<file path="config.mk">
export PLATFORM = sky130hd
export DESIGN_NAME = iact_skew_feeder
export DESIGN_NICKNAME = d
export VERILOG_FILES = /design/src/rtl/npu_pkg.sv /design/src/rtl/act_fifo.sv /design/src/rtl/iact_skew_feeder.sv
export SDC_FILE = /design/constraint.sdc
export NUM_CORES = 1
export LEC_CHECK = 0
export ABC_AREA = 1
export CAP_MARGIN = 20
export CORE_MARGIN = 4
export CORE_UTILIZATION = 30
export CTS_CLUSTER_DIAMETER = 120
export DETAILED_ROUTE_END_ITERATION = 6
export RECOVER_POWER = 100
export SETUP_SLACK_MARGIN = 0.4
export SLEW_MARGIN = 20
export SYNTH_ARGS = -nofsm -noshare
export SYNTH_HDL_FRONTEND = slang
export SYNTH_SLANG_ARGS = --single-unit
export TNS_END_PERCENT = 5
</file>
<file path="constraint.sdc">
create_clock -name clk -period 5.2 [get_ports clk]
set_input_delay 0.78 -clock clk [delete_from_list [all_inputs] [get_ports clk]]
set_output_delay 0.78 -clock clk [all_outputs]
set_load 0.05 [all_outputs]
</file>
<file path="src/rtl/npu_pkg.sv">
// npu_pkg: shared activation type and feeder state encoding for the NPU datapath.
package npu_pkg;
    localparam int DATA_W = 16;
    typedef logic signed [DATA_W-1:0] act_t;
    typedef enum logic [1:0] {IDLE, STREAM, DRAIN} feed_state_t;
endpackage

</file>
<file path="src/rtl/act_fifo.sv">
// act_fifo: synchronous vector FIFO with no write-to-read bypass.
// A word pushed at one edge becomes poppable in the following cycle.
module act_fifo #(
    parameter int W     = 64,
    parameter int DEPTH = 16
) (
    input  logic         clk,
    input  logic         rst,
    input  logic         push,
    input  logic [W-1:0] wr_data,
    input  logic         pop,
    output logic [W-1:0] rd_data,
    output logic         full,
    output logic         empty
);
    localparam int AW = $clog2(DEPTH);
    logic [W-1:0] mem [DEPTH];
    logic [AW-1:0] wr_ptr, rd_ptr;
    logic [AW:0] count;
    logic do_push, do_pop;
    assign full = count == (AW+1)'(DEPTH);
    assign empty = count == '0;
    assign do_push = push && !full;
    assign do_pop = pop && !empty;
    assign rd_data = mem[rd_ptr];
    always_ff @(posedge clk) begin
        if (do_push) mem[wr_ptr] <= wr_data;
    end
    // Pointers wrap for free because DEPTH is a power of two.
    always_ff @(posedge clk or negedge rst) begin
        if (!rst) begin
            wr_ptr <= '0;
            rd_ptr <= '0;
            count <= '0;
        end else begin
            wr_ptr <= wr_ptr + AW'(do_push);
            rd_ptr <= rd_ptr + AW'(do_pop);
            count <= count + (AW+1)'(do_push) - (AW+1)'(do_pop);
        end
    end
endmodule

</file>
<file path="src/rtl/iact_skew_feeder.sv">
// iact_skew_feeder: buffers activation vectors and streams tiles into the PE rows,
// delaying lane i by i cycles to form the systolic diagonal wavefront.
module iact_skew_feeder #(
    parameter int N      = 4,
    parameter int DATA_W = npu_pkg::DATA_W,
    parameter int DEPTH  = 16,
    parameter int LEN_W  = 8
) (
    input  logic                clk,
    input  logic                rst,
    input  logic                s_valid,
    output logic                s_ready,
    input  logic [N*DATA_W-1:0] s_data,
    input  logic                start,
    input  logic [LEN_W-1:0]    len,
    output logic                busy,
    output logic                done,
    output logic [N*DATA_W-1:0] iact_out,
    output logic [N-1:0]        iact_vld
);
    import npu_pkg::*;
    localparam int CW = $clog2(N);
    feed_state_t state;
    logic [LEN_W-1:0] len_q, popped;
    logic [CW-1:0] drain_cnt;
    logic full, empty, pop;
    logic [N*DATA_W-1:0] head;
    assign pop = (state == STREAM) && !empty;
    assign s_ready = !full;
    assign busy = state != IDLE;
    act_fifo #(.W(N*DATA_W), .DEPTH(DEPTH)) u_fifo (
        .clk(clk),
        .rst(rst),
        .push(s_valid),
        .wr_data(s_data),
        .pop(pop),
        .rd_data(head),
        .full(full),
        .empty(empty)
    );
    // DRAIN lasts N-1 cycles, so done rises together with lane N-1's final element.
    always_ff @(posedge clk or negedge rst) begin
        if (!rst) begin
            state <= IDLE;
            len_q <= '0;
            popped <= '0;
            drain_cnt <= '0;
            done <= 1'b0;
        end else begin
            done <= 1'b0;
            case (state)
                IDLE: if (start) begin
                    if (len != '0) begin
                        len_q <= len;
                        popped <= '0;
                        state <= STREAM;
                    end else done <= 1'b1;
                end
                STREAM: if (pop) begin
                    popped <= popped + LEN_W'(1);
                    if (popped + LEN_W'(1) == len_q) begin
                        state <= DRAIN;
                        drain_cnt <= '0;
                    end
                end
                DRAIN: begin
                    drain_cnt <= drain_cnt + CW'(1);
                    if (drain_cnt == CW'(N-2)) begin
                        state <= IDLE;
                        done <= 1'b1;
                    end
                end
                default: state <= IDLE;
            endcase
        end
    end
    // Empty cycles load a zero bubble so every lane sees the same gap pattern.
    for (genvar i = 0; i < N; i++) begin : g_lane
        logic signed [DATA_W-1:0] d [i+1];
        logic [i:0] v;
        always_ff @(posedge clk or negedge rst) begin
            if (!rst) begin
                v <= '0;
                for (int j = 0; j <= i; j++) d[j] <= '0;
            end else begin
                v[0] <= pop;
                d[0] <= pop ? head[i*DATA_W +: DATA_W] : '0;
                for (int j = 1; j <= i; j++) begin
                    v[j] <= v[j-1];
                    d[j] <= d[j-1];
                end
            end
        end
        assign iact_vld[i] = v[i];
        assign iact_out[i*DATA_W +: DATA_W] = v[i] ? d[i] : '0;
    end
endmodule
</file>
==> metrics <==
crit path max fanout 213; part of the cycle the worst path needs 0.848; Hold Buf Count CTS 0; cell total after placement 5272; CP endpoint kind register; hold path depth 0; Pint 0.0202 W; vias in the first global route 27000; IO Port Bufs 146; most frequent cells after synthesis edfxtp_1 (1024), nor2_1 (550), o21ai_0 (446), dfrtp_1 (198), o221ai_1 (174); final worst path period need 4.41 ns; Pwr Density 594 nW/um2; Worst-Skew Late Latency 0.75 ns; Netlist cell types 31; failing checks max-capacitance violations, max-slew violations; run status finished, violations left; initial antenna violation count 29; Worst Setup Path Type reg -> reg; # nets final 3463; reg-to-reg slack, setup 0.79 ns; grt total ovfl 0; Post-synth EDFFs 1024; Net Switching 0.0118 W; cell taking the most area after synthesis edfxtp_1; relative slew slack -1.47; top cell type's share of synthesized area 0.665; Clock transition at path regs 0.06 ns; cells after synthesis 3276; Max VDD drop 0.402 mV; Core Rows 143; largest net degree at the start of global routing 214; Post-DP HPWL 63100 um; GRT Overall Usage 0.146; clock share of power 0.281; WL final 120000 um; Final setup violation count 0; r2r worst-path depth 6; first-pass GRT wire length 180000 um; Seq cells post-synth 1222; Hold Startpoint g_lane[3].d[25]; unrepaired setup endpoints after global routing no; Mapped Nets 3363; final RePlAce weighted congestion 0.755; die width 401 um; Power Total 0.0320 W; Comb power frac 0.309; I/O Pins 147; Max H-tree Level 4; post-CTS setup buffer count 0; Max Cap Viol 22; CTS root buf clkbuf_16; Die Span Y 401 um; Slew @ Worst Pin 3.71 ns; CTS tree done; Filler Cell Count 14500; FMAX 227 MHz; drt drc 0; Seq pwr share 0.410; share of cells above drive strength 1 0.0694; Crit path required time 5.83 ns; Post-synth top flop edfxtp_1; Switching Share 0.369; synth-to-layout area growth 16.3%; Avg WL per Cell 21.8 um; Hold Crit Class reg -> reg; CORE AREA 153000 um2; antenna-violating nets left 0; CTS Sinks 1222; syn_area_per_cell 14.1 um2; worst-case clock buffer depth 3; Post-synth ARST share 0.162; r2r startpoint u_fifo.rd_ptr[0]; leading cell type by number of instances after synthesis edfxtp_1; CTS buffer count 132; Worst R2R End g_lane[0].d[15]; Post-Syn Area 46300 um2; Yosys Warn Count 0; Setup Skew 0.0224 ns; final setup TNS 0 ns; post-synthesis sequential area ratio 0.772; vias post-DR 27700; arrival time at the worst endpoint 5.04 ns; DR pass1 iterations 5; initial DRC count 2812; Initial Util 0.303; Worst Hold End g_lane[3].d[9]; Final Hold Viols 0; die area 161000 um2; Static Leakage 18.0 nW; Critical Path Source Type register; Slew Viols, Final 944; top cells by area, synth edfxtp_1 (66%), dfrtp_1 (11%), o21ai_0 (4.8%); fin cells 5524; Vias/cell 5.01; Resized Gates After CTS 0
==> routing by layer <==
metal | part of all wire | wire length, um | track usage | up-vias
met5 | 0.00046 | 55 | 0 | -
met4 | 0.020 | 2450 | 0.0407 | 8
met3 | 0.069 | 8280 | 0.0310 | 177
met2 | 0.48 | 57500 | 0.235 | 994
met1 | 0.43 | 52000 | 0.200 | 14000
li1 | - | - | - | 12500
==> cell usage in the layout, fill, tap and decap left out, types with 2 or more instances in the layout <==
master,instances
edfxtp_1,1024
nor2_1,542
o21ai_0,447
dfrtp_1,194
o221ai_1,174
dlygate4sd3_1,136
clkbuf_16,133
nand2_1,128
inv_1,106
o22ai_1,87
o211ai_1,82
o21ai_1,79
nand3_1,71
a21oi_1,67
clkbuf_1,41
clkinv_1,26
clkinv_2,22
buf_12,19
buf_4,16
ha_1,10
diode_2,9
clkdlybuf4s50_1,9
xor2_1,8
nor2_4,8
nand4_1,6
clkinv_8,6
bufinv_16,6
inv_6,5
clkbuf_2,5
clkbuf_8,4
dfrtp_4,4
clkinvlp_4,3
inv_4,2
inv_16,2
inv_8,2
clkinv_16,2
==> power by group through the flow <==
stage / Clock (W) / Combinational [W] / Sequential [W]
3_3_place_gp: 0 / 0.00998 / 0.0133
2_1_floorplan: 0 / 0.00700 / 0.0128
4_1_cts: 0.00919 / 0.0101 / 0.0131
5_1_grt: 0.00962 / 0.0108 / 0.0133
6_report: 0.00899 / 0.00987 / 0.0131
3_5_place_dp: 0 / 0.0101 / 0.0133
==> how the worst max path moves through the flow <==
stage / to / cells after the start / slack, ns / start
after CTS: iact_out[31] / 3 / 1.28 / g_lane[3].v[1]
final: g_lane[0].d[15] / 6 / 0.79 / u_fifo.rd_ptr[0]
after global placement: u_fifo.mem[5][21] / 6 / 1.62 / s_valid
after floorplan: u_fifo.mem[11][0] / 7 / 0.66 / u_fifo.count[2]
after detailed placement: u_fifo.mem[15][36] / 6 / 1.75 / s_valid
after global routing: g_lane[0].d[4] / 6 / 0.64 / u_fifo.rd_ptr[0]
==> cell type report <==
| cell class | count | area (um2) | area share |
|---|---|---|---|
| Clock buffer | 170 | 3510 | 0.0652 |
| Clock inverter | 73 | 669 | 0.0124 |
| Antenna cell | 9 | 22.5 | 0.000419 |
| Sequential cell | 1222 | 35700 | 0.664 |
| Tap cell | 2030 | 2540 | 0.0472 |
| Timing Repair Buffer | 194 | 2020 | 0.0375 |
| Multi-Input combinational cell | 1715 | 8900 | 0.165 |
| Inverter | 111 | 428 | 0.00795 |
==> stage by stage <==
step | worst slack [ns] | instance area, um2 | utilization | hold slack [ns]
final | 0.791 | 53800 | 0.353 | 0.346
after global routing | 0.640 | 53800 | 0.352 | 0.351
after CTS | 1.28 | 53900 | 0.353 | 0.00454
after detailed placement | 1.75 | 49800 | 0.326 | 0.335
after global placement | 1.62 | 49800 | 0.326 | 0.333
after floorplan | 0.658 | 46300 | - | 0.331
==> state kept, by name, indices dropped and copies added, names as in the netlist <==
register	flops
u_fifo.count	5
len_q	8
done	1
u_fifo.wr_ptr	4
u_fifo.rd_ptr	4
g_lane.d	160
u_fifo.mem	1024
popped	8
drain_cnt	2
state	2
g_lane.v	4
==> cells by family (layout without fill, tap and decap cells) <==
| family | after synthesis | count (layout) | synth area share |
|---|---|---|---|
| flip-flops | 1222 | 1222 | 0.772 |
| adder cells (fa/ha/maj) | 11 | 11 | 0.00314 |
| buffers and inverters | 339 | 548 | 0.0373 |
| XOR/XNOR | 9 | 9 | 0.00170 |
| AND/OR/NAND/NOR | 758 | 758 | 0.0639 |
| other | 0 | 9 | 0 |
| AO/OA/AOI/OAI | 937 | 937 | 0.122 |
==> critical path, cell delays in order (launching register included) <==
cell and delay (ns):
dfrtp_4 0.72, inv_4 1.50, buf_4 0.74, o21ai_0 0.18, o221ai_1 0.35, nand3_1 0.12
a21oi_1 0.21
(Power assumes the default switching activity.)
